## config.mk

```make
export PLATFORM = sky130hd
export DESIGN_NAME = dds_wave_gen
export DESIGN_NICKNAME = d
export VERILOG_FILES = /design/src/rtl/dds_wave_gen.sv
export SDC_FILE = /design/constraint.sdc
export NUM_CORES = 1
export LEC_CHECK = 0
export ABC_AREA = 1
export BUFFER_PORTS_ARGS = -buffer_cell sky130_fd_sc_hd__buf_4
export CAP_MARGIN = 5
export CORE_MARGIN = 1.5
export CORE_UTILIZATION = 32
export CTS_CLUSTER_SIZE = 40
export DETAILED_ROUTE_END_ITERATION = 7
export GPL_ROUTABILITY_DRIVEN = 1
export HOLD_SLACK_MARGIN = 0.02
export PLACE_DENSITY = 0.49
export SLEW_MARGIN = 25
export SYNTH_ARGS = -nofsm -noshare
export SYNTH_HDL_FRONTEND = slang
export SYNTH_SLANG_ARGS = --single-unit
```

## constraint.sdc

```tcl
create_clock -name clk -period 11.3 [get_ports clk]
set_input_delay 0.565 -clock clk [delete_from_list [all_inputs] [get_ports clk]]
set_output_delay 0.565 -clock clk [all_outputs]
set_load 0.05 [all_outputs]
```

## src/rtl/dds_wave_gen.sv

```systemverilog
// dds_wave_gen: phase-accumulator waveform generator with wrap-aligned retune, phase offset/sync,
// five waveforms and Q1 gain with saturation; 3-stage output pipeline behind the accumulator.
module dds_wave_gen #(
  parameter int PHASE_W = 32,
  parameter int OUT_W = 16,
  parameter int LUT_AW = 8,
  parameter int AMP_W = 16,
  parameter bit APPLY_AT_WRAP = 1
) (
  input  logic               clk,
  input  logic               rst_n,
  input  logic               halt,
  input  logic               phase_sync,
  input  logic               tune_load,
  input  logic [PHASE_W-1:0] tune_word,
  input  logic [PHASE_W-1:0] phase_offset,
  input  logic [2:0]         wave_sel,
  input  logic [OUT_W-1:0]   duty,
  input  logic [AMP_W-1:0]   amp,
  output logic [OUT_W-1:0]   wave_o,
  output logic               valid_o,
  output logic               wrap_o
);
  localparam int KW = (OUT_W > LUT_AW + 2) ? OUT_W : LUT_AW + 2;
  localparam int PW = OUT_W + AMP_W + 1;
  localparam logic [OUT_W-1:0] MSB = {1'b1, {(OUT_W-1){1'b0}}};
  localparam logic [OUT_W-1:0] POS = ~MSB;
  localparam logic [OUT_W-1:0] NEG = MSB | OUT_W'(1);
  localparam logic signed [PW-1:0] Y_MAX = {{(AMP_W+2){1'b0}}, {(OUT_W-1){1'b1}}};
  localparam logic signed [PW-1:0] Y_MIN = {{(AMP_W+2){1'b1}}, {(OUT_W-1){1'b0}}};

  logic [PHASE_W-1:0] acc_q, acc_d, tw_active_q, tw_active_d, tw_pending_q, tw_pending_d, ps;
  logic [PHASE_W:0]   sum;
  logic               pend_q, pend_d, wrap_q, wrap_d, apply;
  logic [KW-1:0]      p_q, p_d;
  logic [2:0]         sel_q, sel_d, vld_q, vld_d;
  logic [OUT_W-1:0]   duty_q, duty_d, raw_q, raw_d, wave_q, wave_d;
  logic [OUT_W-1:0]   u, saw, tri_w, rect, mag, sine;
  logic [AMP_W-1:0]   amp1_q, amp1_d, amp2_q, amp2_d;
  logic [1:0]         quad;
  logic [LUT_AW-1:0]  idx;
  logic [OUT_W-2:0]   t;
  logic signed [PW-1:0] prod, y;
  logic [OUT_W-1:0]   rom [2**LUT_AW];
  logic               unused_lo;

  // Quarter-wave table sampled at bin centres so the mirrored quadrants stay exactly symmetric
  for (genvar i = 0; i < 2**LUT_AW; i++) begin : g_rom
    assign rom[i] = OUT_W'($rtoi((2.0 ** (OUT_W-1) - 1.0) *
                    $sin(3.14159265358979 * (i + 0.5) / (2.0 ** (LUT_AW+1))) + 0.5));
  end

  assign unused_lo = ^ps[PHASE_W-KW-1:0];

  always_comb begin
    sum = {1'b0, acc_q} + {1'b0, tw_active_q};
    wrap_d = !phase_sync && !halt && sum[PHASE_W];
    acc_d = phase_sync ? '0 : (halt ? acc_q : sum[PHASE_W-1:0]);
    // A word loaded this cycle is not eligible yet; only the older pending word can apply
    apply = pend_q && (!APPLY_AT_WRAP || tw_active_q == '0 || phase_sync || wrap_d);
    tw_active_d = apply ? tw_pending_q : tw_active_q;
    tw_pending_d = tune_load ? tune_word : tw_pending_q;
    pend_d = tune_load || (pend_q && !apply);
    ps = acc_q + phase_offset;
    p_d = ps[PHASE_W-1 -: KW];
    sel_d = wave_sel;
    duty_d = duty;
    amp1_d = amp;
    amp2_d = amp1_q;
    u = p_q[KW-1 -: OUT_W];
    quad = p_q[KW-1 -: 2];
    idx = quad[0] ? ~p_q[KW-3 -: LUT_AW] : p_q[KW-3 -: LUT_AW];
    mag = rom[idx];
    sine = quad[1] ? -mag : mag;
    saw = u ^ MSB;
    t = u[OUT_W-1] ? ~u[OUT_W-2:0] : u[OUT_W-2:0];
    tri_w = {t, 1'b0} ^ MSB;
    rect = (u < duty_q) ? POS : NEG;
    raw_d = (sel_q == 3'd0) ? sine :
            (sel_q == 3'd1) ? saw :
            (sel_q == 3'd2) ? ~saw :
            (sel_q == 3'd3) ? tri_w :
            (sel_q == 3'd4) ? rect : '0;
    prod = $signed(raw_q) * $signed({1'b0, amp2_q});
    y = prod >>> (AMP_W - 1);
    wave_d = (y > Y_MAX) ? POS : (y < Y_MIN) ? MSB : y[OUT_W-1:0];
    vld_d = {vld_q[1:0], 1'b1};
  end

  always_ff @(posedge clk or negedge rst_n) begin
    if (!rst_n) begin
      acc_q <= '0;
      tw_active_q <= '0;
      tw_pending_q <= '0;
      pend_q <= 1'b0;
      wrap_q <= 1'b0;
      p_q <= '0;
      sel_q <= '0;
      duty_q <= '0;
      amp1_q <= '0;
      amp2_q <= '0;
      raw_q <= '0;
      wave_q <= '0;
      vld_q <= '0;
    end else begin
      acc_q <= acc_d;
      tw_active_q <= tw_active_d;
      tw_pending_q <= tw_pending_d;
      pend_q <= pend_d;
      wrap_q <= wrap_d;
      p_q <= p_d;
      sel_q <= sel_d;
      duty_q <= duty_d;
      amp1_q <= amp1_d;
      amp2_q <= amp2_d;
      raw_q <= raw_d;
      wave_q <= wave_d;
      vld_q <= vld_d;
    end
  end

  assign wave_o = wave_q;
  assign valid_o = vld_q[2];
  assign wrap_o = wrap_q;
endmodule

```

==> run metrics <==
outcome=finished clean; main area contributors after synthesis=dfrtp_1 21%, fa_1 17%, nand2_1 14%; RSZ-0062 raised after global routing=no; CP peak stage delay=0.84 ns; Max Buffers Root-to-Sink=2; Tmin final=6.389 ns; Vias/cell=5.036; first-pass GRT wire length=125,900 µm; core area=74,450 µm²; Yosys reg bits=200; max-cap violations=0; Max Slew Vio Count=0; CP Data Arrival Time=6.74 ns; top cells by count, synth=921 x nand2_1, 562 x inv_1, 232 x ha_1; setup bufs post-CTS=0; IO Port Bufs=121; Synth top area share=20.80%; antenna fix cells=0; Top Registers=acc_q x32, tw_active_q x32, tw_pending_q x32; Seq/Total Area, Yosys=20.80%; Avg WL per Cell=18.22 µm; Req. time, crit path=11.65 ns; min-delay worst type=input port to register; die width=277.2 µm; Skew-Pair Late Insertion Delay=0.50 ns; die area=76,840 µm²; syn_nets=3,892; setup TNS=0 ns; ordered list of cells on the worst path=nand2_1, fa_1, fa_1, fa_1, fa_1, inv_1, fa_1, inv_1, fa_1, inv_1, ha_1, nand2_1, o21ai_0, a21oi_1, nand2_1, nand3_1, nand2_1, nand2_1, nand2_1, nand2_1, nand2_1, nand2_1; routability cong.=0.9510; H-tree depth=4; largest area contributor in the netlist=dfrtp_1; Clk pin slew, worst setup/hold paths=0.09 ns; Root Buffer=clkbuf_16; Crit-path slowest cell=dfrtp_1; Synth Instances=3,357; grt total ovfl=0; Avg Cell Area, Syn=7.167 µm²; DRC viols=0; clk sink count=200; Worst Setup End Kind=register; kind of start point of the critical path=register; Slew Limit Headroom=30.39%; crit path max fanout=16; Iter 0 DRT Violations=2,049; vias=21.94k; share of cells above drive strength 1=6.877%; Syn. warnings=0; Area Growth Syn to Fin=9.418%; number of I/O pins=122; synthesized area=24,060 µm²; initial core utilization=32.32%; post-synth cell types=59; final hold violations=0; ys async rst share=100.0%; DP Wirelength=61,800 µm; Post-DRT Antenna Nets=0; initial antenna violation count=4; Nets=3,910; Worst Max-Slew Pin Slew=1.040 ns; final wirelength=79,380 µm; vias in the first global route=21.92k; largest net degree at the start of global routing=78; iteration count of the initial detailed-routing pass=8; CTS tree=yes; final number of setup-violating endpoints=0; EDFF count, synth=0; most frequent cell after synthesis=nand2_1; final cycle utilization of the critical path=56.54%; TritonCTS buffer count=17; ys flop type=dfrtp_1; Overall Global Routing Usage=21.02%; number of core rows=100; most used cell, CP=nand2_1; chip height=277.2 µm; Layout Skew=0.02140 ns; critical path class=register to register; max frequency=0.1565 GHz
timing repair:
| action | in CTS | in global routing |
|---|---|---|
| hold buffers | 1 | 0 |
| hold endpoints to repair | 9 | 0 |
| gates resized for setup | 0 | 0 |
critical path, delay by kind of cell (launching register included):
family / cells / cell delay, ns
compound gates: 2 / 0.45
fa+ha+maj: 7 / 3.45
buf+inv: 3 / 0.16
flops: 1 / 0.84
simple gates: 10 / 1.35
area by class of cell:
type	count	area [µm²]
clock inverters	15	231.5
clock buffers	17	425.4
repair buffers	139	1054
multi-input cells	2450	16270
fillers	8082	48120
flip-flops and latches	200	5005
inverters	567	2128
well taps	969	1212
per-layer routing:
layer / GRT usage, % / routed length, µm / vias up
li1: - / - / 10619
met1: 28.79 / 35660 / 10357
met2: 33.21 / 35350 / 812
met3: 3.797 / 5760 / 146
met4: 7.312 / 2562 / 8
met5: 0 / 44 / -
per-stage QoR:
step	setup WS, ns	hold WS, ns	util (%)	area (µm²)	cells
finish	4.911	0.1714	35.36	26330	4357
floorplan	5.472	0.2694	-	24060	3357
detailed placement	4.631	0.3358	34.46	25660	4324
global placement	4.702	0.3333	34.46	25650	4324
global route	4.399	0.1353	35.36	26330	4357
CTS	4.594	0.1258	35.36	26320	4357
worst paths after layout:
kind	from	to	slack, ns	cells after the start
worst max-delay path	amp2_q[9]	wave_o[10]	4.91	22
worst min-delay path	duty[9]	duty_q[9]	0.17	1
worst max register to register	amp2_q[9]	wave_o[10]	4.91	22
worst min register to register	vld_q[1]	vld_q[2]	0.34	0
max in group asynchronous	rst_n	amp2_q[7]	8.64	4
min in group asynchronous	rst_n	tw_pending_q[1]	0.60	2
layout by cell type, fill, tap and decap left out, drive strengths merged, types with 6 or more instances in the layout:
cell and n:
fa 199, a21oi 204, o21ai 220, nor2 207, a21o 7, o21a 13, a31oi 16, ha 232
xnor2 19, o31ai 15, nand2 947, or2 11, nor4 9, dfrtp 200, inv 576, nand4 25
clkbuf 17, xor2 30, nand3 217, nor3 22, o221ai 6, clkinv 6, o211ai 13, buf 138
cells by family after synthesis:
family,count (synthesis),synth area share [%]
compound gates,522,11.98
xor+xnor,49,1.955
fa+ha+maj,431,28.62
buf+inv,707,11.63
flops,200,20.80
other cells,1,0.01559
simple gates,1447,25.00
Power is left out: the tool's default activity adds up to more than one toggle a clock period on the data nets, which glitch-free logic cannot reach.
